$ cat src/rtl/pipe_ctrl_tracker.sv
// rtl/pipe_ctrl_tracker.sv - D/X, X/M, M/W control tracking, bubbles and EX forwarding selects (option: PIPE_CTRL_STATS_EN)
module pipe_ctrl_tracker #(
  parameter int REG_W = 4,
  parameter int MTR_W = 2
) (
  input  logic             clk,
  input  logic             rst_n,
  input  logic             freeze,
  input  logic             stall,
  input  logic             flush,
  input  logic             id_valid,
  input  logic             id_reg_write,
  input  logic [MTR_W-1:0] id_mem_to_reg,
  input  logic [REG_W-1:0] id_dst_reg,
  input  logic [REG_W-1:0] id_src1,
  input  logic [REG_W-1:0] id_src2,
  output logic [MTR_W-1:0] dx_mem_to_reg,
  output logic [REG_W-1:0] dx_dst_reg,
  output logic [REG_W-1:0] xm_dst_reg,
  output logic [REG_W-1:0] mw_dst_reg,
  output logic             mw_reg_write,
  output logic [1:0]       fwd_a_sel,
  output logic [1:0]       fwd_b_sel,
  output logic             fwd_err
`ifdef PIPE_CTRL_STATS_EN
  ,
  output logic [15:0]      bubble_cnt
`endif
);

  localparam logic [MTR_W-1:0] MTR_LOAD = '1;

  logic             r_dx_valid, r_dx_rw;
  logic [MTR_W-1:0] r_dx_mtr;
  logic [REG_W-1:0] r_dx_dst, r_dx_src1, r_dx_src2;
  logic             r_xm_valid, r_xm_rw;
  logic [MTR_W-1:0] r_xm_mtr;
  logic [REG_W-1:0] r_xm_dst;
  logic             r_mw_valid, r_mw_rw;
  logic [REG_W-1:0] r_mw_dst;
  logic             r_fwd_err;

  logic w_adv;
  logic w_hz_bubble;
  logic w_capture;
  logic w_xm_fwd_ok;
  logic w_mw_fwd_ok;
  logic w_ld_hazard;

  assign w_adv       = ~freeze;
  assign w_hz_bubble = stall | flush;
  // A NOP from decode is stored as an all-zero bubble just like a hazard bubble.
  assign w_capture   = id_valid & ~w_hz_bubble;

  // Advance all three stage registers together unless the pipeline is frozen.
  always_ff @(posedge clk or negedge rst_n) begin
    if (!rst_n) begin
      r_dx_valid <= 1'b0;
      r_dx_rw    <= 1'b0;
      r_dx_mtr   <= '0;
      r_dx_dst   <= '0;
      r_dx_src1  <= '0;
      r_dx_src2  <= '0;
      r_xm_valid <= 1'b0;
      r_xm_rw    <= 1'b0;
      r_xm_mtr   <= '0;
      r_xm_dst   <= '0;
      r_mw_valid <= 1'b0;
      r_mw_rw    <= 1'b0;
      r_mw_dst   <= '0;
    end else if (w_adv) begin
      r_dx_valid <= w_capture;
      r_dx_rw    <= w_capture ? id_reg_write  : 1'b0;
      r_dx_mtr   <= w_capture ? id_mem_to_reg : '0;
      r_dx_dst   <= w_capture ? id_dst_reg    : '0;
      r_dx_src1  <= w_capture ? id_src1       : '0;
      r_dx_src2  <= w_capture ? id_src2       : '0;
      r_xm_valid <= r_dx_valid;
      r_xm_rw    <= r_dx_rw;
      r_xm_mtr   <= r_dx_mtr;
      r_xm_dst   <= r_dx_dst;
      r_mw_valid <= r_xm_valid;
      r_mw_rw    <= r_xm_rw;
      r_mw_dst   <= r_xm_dst;
    end
  end

  // A load still in X/M has no data yet, so it can only be bypassed from M/W.
  assign w_xm_fwd_ok = r_dx_valid & r_xm_valid & r_xm_rw & (r_xm_dst != '0) & (r_xm_mtr != MTR_LOAD);
  assign w_mw_fwd_ok = r_mw_valid & r_mw_rw & (r_mw_dst != '0);
  assign w_ld_hazard = r_dx_valid & r_xm_valid & (r_xm_mtr == MTR_LOAD) & (r_xm_dst != '0)
                     & ((r_xm_dst == r_dx_src1) | (r_xm_dst == r_dx_src2));

  // Per-operand bypass select; X/M wins because it carries the younger result.
  always_comb begin
    fwd_a_sel = 2'b00;
    fwd_b_sel = 2'b00;
    if (w_xm_fwd_ok && (r_xm_dst == r_dx_src1))      fwd_a_sel = 2'b10;
    else if (w_mw_fwd_ok && (r_mw_dst == r_dx_src1)) fwd_a_sel = 2'b01;
    if (w_xm_fwd_ok && (r_xm_dst == r_dx_src2))      fwd_b_sel = 2'b10;
    else if (w_mw_fwd_ok && (r_mw_dst == r_dx_src2)) fwd_b_sel = 2'b01;
  end

  // Sticky record that a load-use pair reached EX without the required stall.
  always_ff @(posedge clk or negedge rst_n) begin
    if (!rst_n)                    r_fwd_err <= 1'b0;
    else if (w_adv && w_ld_hazard) r_fwd_err <= 1'b1;
  end

`ifdef PIPE_CTRL_STATS_EN
  logic [15:0] r_bubble_cnt;

  // Count hazard bubbles entering D/X, saturating instead of wrapping.
  always_ff @(posedge clk or negedge rst_n) begin
    if (!rst_n)
      r_bubble_cnt <= 16'h0000;
    else if (w_adv && w_hz_bubble && (r_bubble_cnt != 16'hFFFF))
      r_bubble_cnt <= r_bubble_cnt + 16'h0001;
  end

  assign bubble_cnt = r_bubble_cnt;
`endif

  assign dx_mem_to_reg = r_dx_mtr;
  assign dx_dst_reg    = r_dx_dst;
  assign xm_dst_reg    = r_xm_dst;
  assign mw_dst_reg    = r_mw_dst;
  assign mw_reg_write  = r_mw_rw;
  assign fwd_err       = r_fwd_err;

endmodule

$ cat config.mk
export PLATFORM = sky130hd
export DESIGN_NAME = pipe_ctrl_tracker
export DESIGN_NICKNAME = d
export VERILOG_FILES = /design/src/rtl/pipe_ctrl_tracker.sv
export SDC_FILE = /design/constraint.sdc
export NUM_CORES = 1
export LEC_CHECK = 0
export BUFFER_PORTS_ARGS = -buffer_cell sky130_fd_sc_hd__buf_2
export CAP_MARGIN = 20
export CORE_MARGIN = 10
export CORE_UTILIZATION = 54
export DETAILED_ROUTE_END_ITERATION = 8
export PLACE_DENSITY = 0.83
export SYNTH_ARGS = -nofsm -noshare
export SYNTH_HDL_FRONTEND = slang
export SYNTH_SLANG_ARGS = --single-unit
$ cat constraint.sdc
create_clock -name clk -period 4.6 [get_ports clk]
set_clock_uncertainty 0.05 [all_clocks]
set_input_delay 1.38 -clock clk [delete_from_list [all_inputs] [get_ports clk]]
set_output_delay 1.38 -clock clk [all_outputs]
set_load 0.02 [all_outputs]
==> metrics.md, run 1 <==
| Metric | Value |
|---|---|
| Setup_tns | `0 ns` |
| Core Area | `0.002432 mm2` |
| Via/cell ratio | `5.630` |
| Routed WL | `2.894 mm` |
| Synth Cell Area | `0.001356 mm2` |
| Combinational share of power | `0.126` |
| Status | `finished, final reports clean` |
| Pre-antenna DRT Iters | `4` |
| Initial Util | `0.5576` |
| Worst Setup EP | `fwd_b_sel[0]` |
| Final period util | `0.7367` |
| WL per Instance | `16.73 um` |
| Sw frac | `0.2464` |
| Post-Syn Nets | `roughly 120` |
| Final setup viols | `0` |
| CTS tree | `built` |
| Average size of a mapped cell | `13.56 um2` |
| Final antenna-violating net count | `0` |
| Flop pwr share | `0.551` |
| Fmax achieved | `0.2951 GHz` |
| Resize count post-CTS | `0` |
| Gate Count Post-Synth | `100` |
| Area Overhead vs Synth | `20.94%` |
| Number of flops mapped to enable cells by yosys | `0` |
| Root buf cell | `clkbuf_4` |
| Clock power share | `0.323` |
| PortBufs | `40` |
| Vias in the first global route | `1026` |
| FF-to-FF End | `fwd_err` |
| Least-Margin Pin Slew | `0.8279 ns` |
| Clock latency at the later pin of the worst-skew pair | `about 0.33 ns` |
| Min Clock Period, post-route | `3.389 ns` |
| Top_reg_cell synth | `dfrtp_1` |
| Sw Pwr | `~130 uW` |
| Yosys reg bits | `31` |
| Share of the synthesized area in the top cell type | `0.5720` |
| Fin cells | `173` |
| Worst Reg2Reg Path Length in Cells | `2` |
| Crit. End Element | `output pin` |
| Clk sinks | `31` |
| Antenna Cells | `0` |
| Crit path launch | `xm_dst_reg[0]` |
| Area leader, netlist | `dfrtp_1` |
| Clock slew at reported path FFs | `about 0.09 ns` |
| Pint | `407.5 uW` |
| Asr flop ratio synth | `1.000` |
| Leakage | `0.0008552 uW` |
| Crit path max fanout | `6` |
| Critical Path Source Type | `register` |
| H-tree depth | `2` |
| Die Area | `between 0.004 and 0.005 mm2` |
| CTS buffer count | `5` |
| Flop2flop setup slack | `3.14 ns` |
| Synth cell count leaders | `dfrtp_1, xnor2_1, a22o_1` |
| Global-route wire length before repair | `4.926 mm` |
| Dpl cells | `165` |
| Post-DP HPWL | `2.245 mm` |
| Largest net degree at the start of global routing | `33` |
| Max-cap viol count | `0` |
| Fin. Hold Viols | `0` |
| DR iter-0 viols | `22` |
| Die Y | `roughly 70 um` |
| Hold WC Path Type | `reg2reg` |
| Headroom to the max-slew limit | `0.4457` |
| Pins Over Slew Limit | `0` |
| Peak supply drop | `219.8 uV` |
| Setup bufs post-CTS | `0` |
| Total track usage | `0.1221` |
| Layout cells sized above 1 | `0.4406` |
| PD cells | `around 330 mW/mm2` |
| Hold bufs inserted after CTS | `0` |
| Sequential share of the synthesized area | `0.5720` |
| Die width | `70.12 um` |
| Vias | `slightly below 1000` |
| GRT overflow | `0` |
| RSZ-0062 raised after global routing | `no` |
| Final GP Congestion | `0.9517` |
| Critical path class | `reg2out` |
| Ys Warns | `0` |
| CP Data Arrival Time | `1.96 ns` |
| Total Nets Final | `163` |
| Core Rows | `18` |
| Initial antenna violation count | `0` |
| Pwr Total | `around 540 uW` |
| Synth cell types | `16` |
| Drt drc | `0` |
| Req. time, crit path | `3.17 ns` |
| Bufs on Longest Clock Path | `2` |
| Most common cell in the synthesized netlist | `dfrtp_1` |
| Top post-synthesis cells by area | `dfrtp_1, mux2_2, xnor2_1` |
| I/O pins | `41` |
| Reg-to-reg startpoint | `xm_dst_reg[0]` |
metrics by stage:
stage	worst slack (ns)	utilization	cell area (um2)	hold WS, ns
floorplan	1.349	-	1356	0.4101
global placement	1.652	0.6461	1572	0.4262
detailed placement	1.584	0.6461	1572	0.4317
CTS	1.216	0.6744	1640	0.4531
global route	1.071	0.6744	1640	0.4605
finish	1.211	0.6744	1640	0.4439
worst max-delay path: stages (launching register included):
cell     delay [ns]
dfrtp_1        0.46
or4_1          0.57
nand4_1        0.14
nor2_1         0.08
nor3_1         0.19
buf_2          0.20
layer usage:
metal	up-vias	track usage	share of wire
li1	454	-	-
met1	486	0.1366	0.41
met2	27	0.1934	0.49
met3	7	0.05367	0.076
met4	0	0.05921	0.021
met5	-	0	0
logic make-up after synthesis:
logic type | after synthesis | share of synthesized area
AOI/OAI and AO/OA | 17 | 0.1107
muxes | 14 | 0.1162
and+or+nand+nor | 17 | 0.08118
buffers and inverters | 5 | 0.01660
xor gates and xnor gates | 16 | 0.1033
DFF | 31 | 0.5720
power by group through the flow:
stage	combinational [uW]	sequential (uW)	clock [uW]
after floorplan	36.7	308	0
after global placement	68.0	302	0
after detailed placement	69.2	303	0
after CTS	69.5	298	179
after global routing	74.7	300	190
final	68.2	298	175
final cells by class:
| cell class | instances | area (um2) |
|---|---|---|
| repair buffers | 40 | 200.2 |
| flip-flops and latches | 31 | 775.7 |
| well taps | 30 | 37.54 |
| fillers | 195 | 792.0 |
| clock buffers | 8 | 68.82 |
| multi-input cells | 64 | 558.0 |
worst min-delay path by stage:
stage / cells past startpoint / to / startpoint
after floorplan: 1 / r_dx_valid / r_dx_valid
after global placement: 1 / r_dx_valid / r_dx_valid
after detailed placement: 1 / fwd_err / fwd_err
after CTS: 1 / fwd_err / fwd_err
after global routing: 1 / fwd_err / fwd_err
final: 1 / fwd_err / fwd_err
cell usage in the layout (no fill, tap or decap):
cell,count
nand3_1,1
xnor2_1,16
clkbuf_4,5
or4_1,2
clkbuf_1,1
nor2_1,3
nand4_1,5
mux2_2,14
nor4b_4,1
nor3_1,2
a21o_1,1
a41o_2,1
clkbuf_8,2
dfrtp_1,31
nand2_1,2
and2_1,1
a22o_1,15
buf_2,40
Note: power is estimated with default switching activity, not from simulation.
==> run 2: changes to the inputs <==
- CORE_UTILIZATION: 54 -> 45
- PLACE_DENSITY: 0.83 -> 0.74
- clock period: 4.6 -> 3.1 ns (I/O delays scaled with it)
==> run 2 against run 1 <==
Register-to-register slack worse by 1.5 ns; count of clock-buffer cells in the layout is 2 lower; highest routed layer unchanged; via count down 3.0%; global-route usage shrank 0.51 points; sequential share of layout area fell by 0.54 points; sequential cell count unchanged; first-iteration DRC count rose by 95%; combinational power up 52%; die area is 14% higher; non-clock buffer count unchanged.
==> metrics.md, run 2 (synthesized netlist as in run 1, its figures left out) <==
| Metric | Value |
|---|---|
| Status | `finished, final reports clean (unchanged)` |
| Peak supply drop | `259.3 uV (was 219.8 uV)` |
| Vias | `945 (was 974)` |
| Most frequent cells in the layout | `buf_2, dfrtp_1, xnor2_1, a22o_1, mux2_2 (unchanged)` |
| Post-DP HPWL | `2.332 mm (was 2.245 mm)` |
| Min Clock Period, post-route | `about 2.9 ns` |
| Pins Over Slew Limit | `0 (unchanged)` |
| Combinational share of power | `0.120 (was 0.126)` |
| Initial Util | `0.4794 (was 0.5576)` |
| Final antenna-violating net count | `0 (unchanged)` |
| Req. time, crit path | `2.12 ns (was 3.17 ns)` |
| Bufs on Longest Clock Path | `2 (unchanged)` |
| Crit path launch | `xm_dst_reg[0] (unchanged)` |
| Post-place setup slack | `0.5234 ns (was 1.584 ns)` |
| Core Rows | `19 (was 18)` |
| Post-route setup slack | `0.1732 ns (was 1.211 ns)` |
| WL per Instance | `17.87 um (was 16.73 um)` |
| Hold bufs inserted after CTS | `0 (unchanged)` |
| Largest net degree at the start of global routing | `33 (unchanged)` |
| Sw Pwr | `204.1 uW (was 133.3 uW)` |
| Critical Path Source Type | `register (unchanged)` |
| Pre-antenna DRT Iters | `5 (was 4)` |
| Hold WC Path Type | `reg2reg (unchanged)` |
| Total track usage | `0.1169 (was 0.1221)` |
| Clk sinks | `31 (unchanged)` |
| Routed WL | `3.110 mm (was 2.894 mm)` |
| Flop pwr share | `0.510 (was 0.551)` |
| Pwr Total | `866.0 uW (was 540.7 uW)` |
| Core Area | `0.002829 mm2 (was 0.002432 mm2)` |
| Clock power share | `0.370 (was 0.323)` |
| Area Overhead vs Synth | `22.32% (was 20.94%)` |
| Final setup viols | `0 (unchanged)` |
| Vias in the first global route | `994 (was 1026)` |
| Critical path class | `reg2out (unchanged)` |
| Final period util | `0.9441` |
| Final GP Congestion | `0.8250 (was 0.9517)` |
| FF-to-FF End | `fwd_err (unchanged)` |
| Flop2flop setup slack | `1.65 ns (was 3.14 ns)` |
| Global-route wire length before repair | `4.981 mm (was 4.926 mm)` |
| Worst Reg2Reg Path Length in Cells | `2 (unchanged)` |
| CP peak stage delay | `0.58 ns (was 0.57 ns)` |
| Crit. End Element | `output pin (unchanged)` |
| Fmax achieved | `0.3417 GHz` |
| CTS buffer count | `5 (unchanged)` |
| Die Area | `0.005610 mm2 (was 0.004916 mm2)` |
| Reg-to-reg startpoint | `xm_dst_reg[0] (unchanged)` |
| PortBufs | `40 (unchanged)` |
| Least-Margin Pin Slew | `0.8519 ns (was 0.8279 ns)` |
| I/O pins | `41 (unchanged)` |
| Resize count post-CTS | `0 (unchanged)` |
| Dpl cell area | `0.001573 mm2 (was 0.001572 mm2)` |
| Crit path cell chain | `or4_1 > nand4_1 > nor2_1 > nor3_1 > buf_2 (unchanged)` |
| Via/cell ratio | `5.431 (was 5.630)` |
| Leakage | `0.0008648 uW (was 0.0008552 uW)` |
| H-tree depth | `2 (unchanged)` |
| Drt drc | `0 (unchanged)` |
| Die width | `74.90 um (was 70.12 um)` |
| Fin. Hold Viols | `0 (unchanged)` |
| Most common cell after layout, fill and taps aside | `buf_2 (unchanged)` |
| RSZ-0062 raised after global routing | `no (unchanged)` |
| Sw frac | `0.2356 (was 0.2464)` |
| Clock latency at the later pin of the worst-skew pair | `0.32 ns (was 0.33 ns)` |
| Setup_tns | `0 ns (unchanged)` |
| GRT overflow | `0 (unchanged)` |
| Slowest-stage cell, CP | `or4_1 (unchanged)` |
| PD cells | `522.0 mW/mm2 (was 329.6 mW/mm2)` |
| Root buf cell | `clkbuf_4 (unchanged)` |
| Max-cap viol count | `0 (unchanged)` |
| Antenna Cells | `0 (unchanged)` |
| Total Nets Final | `163 (unchanged)` |
| Die Y | `74.90 um (was 70.12 um)` |
| CP Data Arrival Time | `1.95 ns (was 1.96 ns)` |
| Pint | `661.9 uW (was 407.5 uW)` |
| Setup bufs post-CTS | `0 (unchanged)` |
| Worst Setup EP | `fwd_b_sel[0] (unchanged)` |
| Design area | `0.001659 mm2 (was 0.001640 mm2)` |
| DR iter-0 viols | `43 (was 22)` |
| Fin util | `0.5865 (was 0.6744)` |
| Headroom to the max-slew limit | `0.4297 (was 0.4457)` |
| Initial antenna violation count | `0 (unchanged)` |
| CTS tree | `built (unchanged)` |
| Layout cells sized above 1 | `0.4476 (was 0.4406)` |
| Crit path max fanout | `6 (unchanged)` |
| Clock slew at reported path FFs | `0.09 ns (about the same)` |
-- run 2: cell types whose count changed in the layout (fill, tap and decap cells not counted), sizes merged --
cell,previous run,this run
bufinv,0,1
clkbuf,8,6
clkinv,0,1
-- run 2: final cells by class --
cell class                      count  area, um2
Sequential cell                    31      775.7
Clock inverter                      2      35.03
Tap cell                           31      38.79
Multi-Input combinational cell     64      558.0
Clock buffer                        6      51.30
Fill cell                         227       1170
Timing Repair Buffer               40      200.2
-- run 2: critical path: cells and delay by family (launching register included) --
| kind | cells | cell delay (ns) |
|---|---|---|
| AND/OR/NAND/NOR | 4 | 0.97 |
| buffers and inverters | 1 | 0.19 |
| flip-flops | 1 | 0.46 |
-- run 2: routing by layer --
| layer | GRT usage | vias to the layer above | wire, um |
|---|---|---|---|
| met3 | 0.03942 | 6 | 216 |
| met4 | 0.05672 | 0 | 32 |
| li1 | - | 454 | - |
| met5 | 0 | - | 0 |
| met2 | 0.1819 | 36 | 1575 |
| met1 | 0.1422 | 449 | 1286 |
-- run 2: power groups by stage --
stage	sequential (uW)	clock, uW	combinational (uW)
after floorplan	456	0	54.5
after global routing	445	353	115
after CTS	442	334	105
after detailed placement	450	0	104
after global placement	449	0	101
final	442	320	104
-- run 2: worst min-delay path by stage --
stage,start,to,cells after the start
3_5_place_dp,fwd_err,fwd_err,1
5_1_grt,fwd_err,fwd_err,1
4_1_cts,fwd_err,fwd_err,1
2_1_floorplan,r_dx_valid,r_dx_valid,1
6_report,fwd_err,fwd_err,1
3_3_place_gp,fwd_err,fwd_err,1
-- run 2: metrics by stage --
| stage | cells | hold WS [ns] |
|---|---|---|
| global placement | 166 | 0.4266 |
| floorplan | 100 | 0.4101 |
| global route | 174 | 0.4582 |
| detailed placement | 166 | 0.4212 |
| CTS | 174 | 0.4472 |
| finish | 174 | 0.4406 |
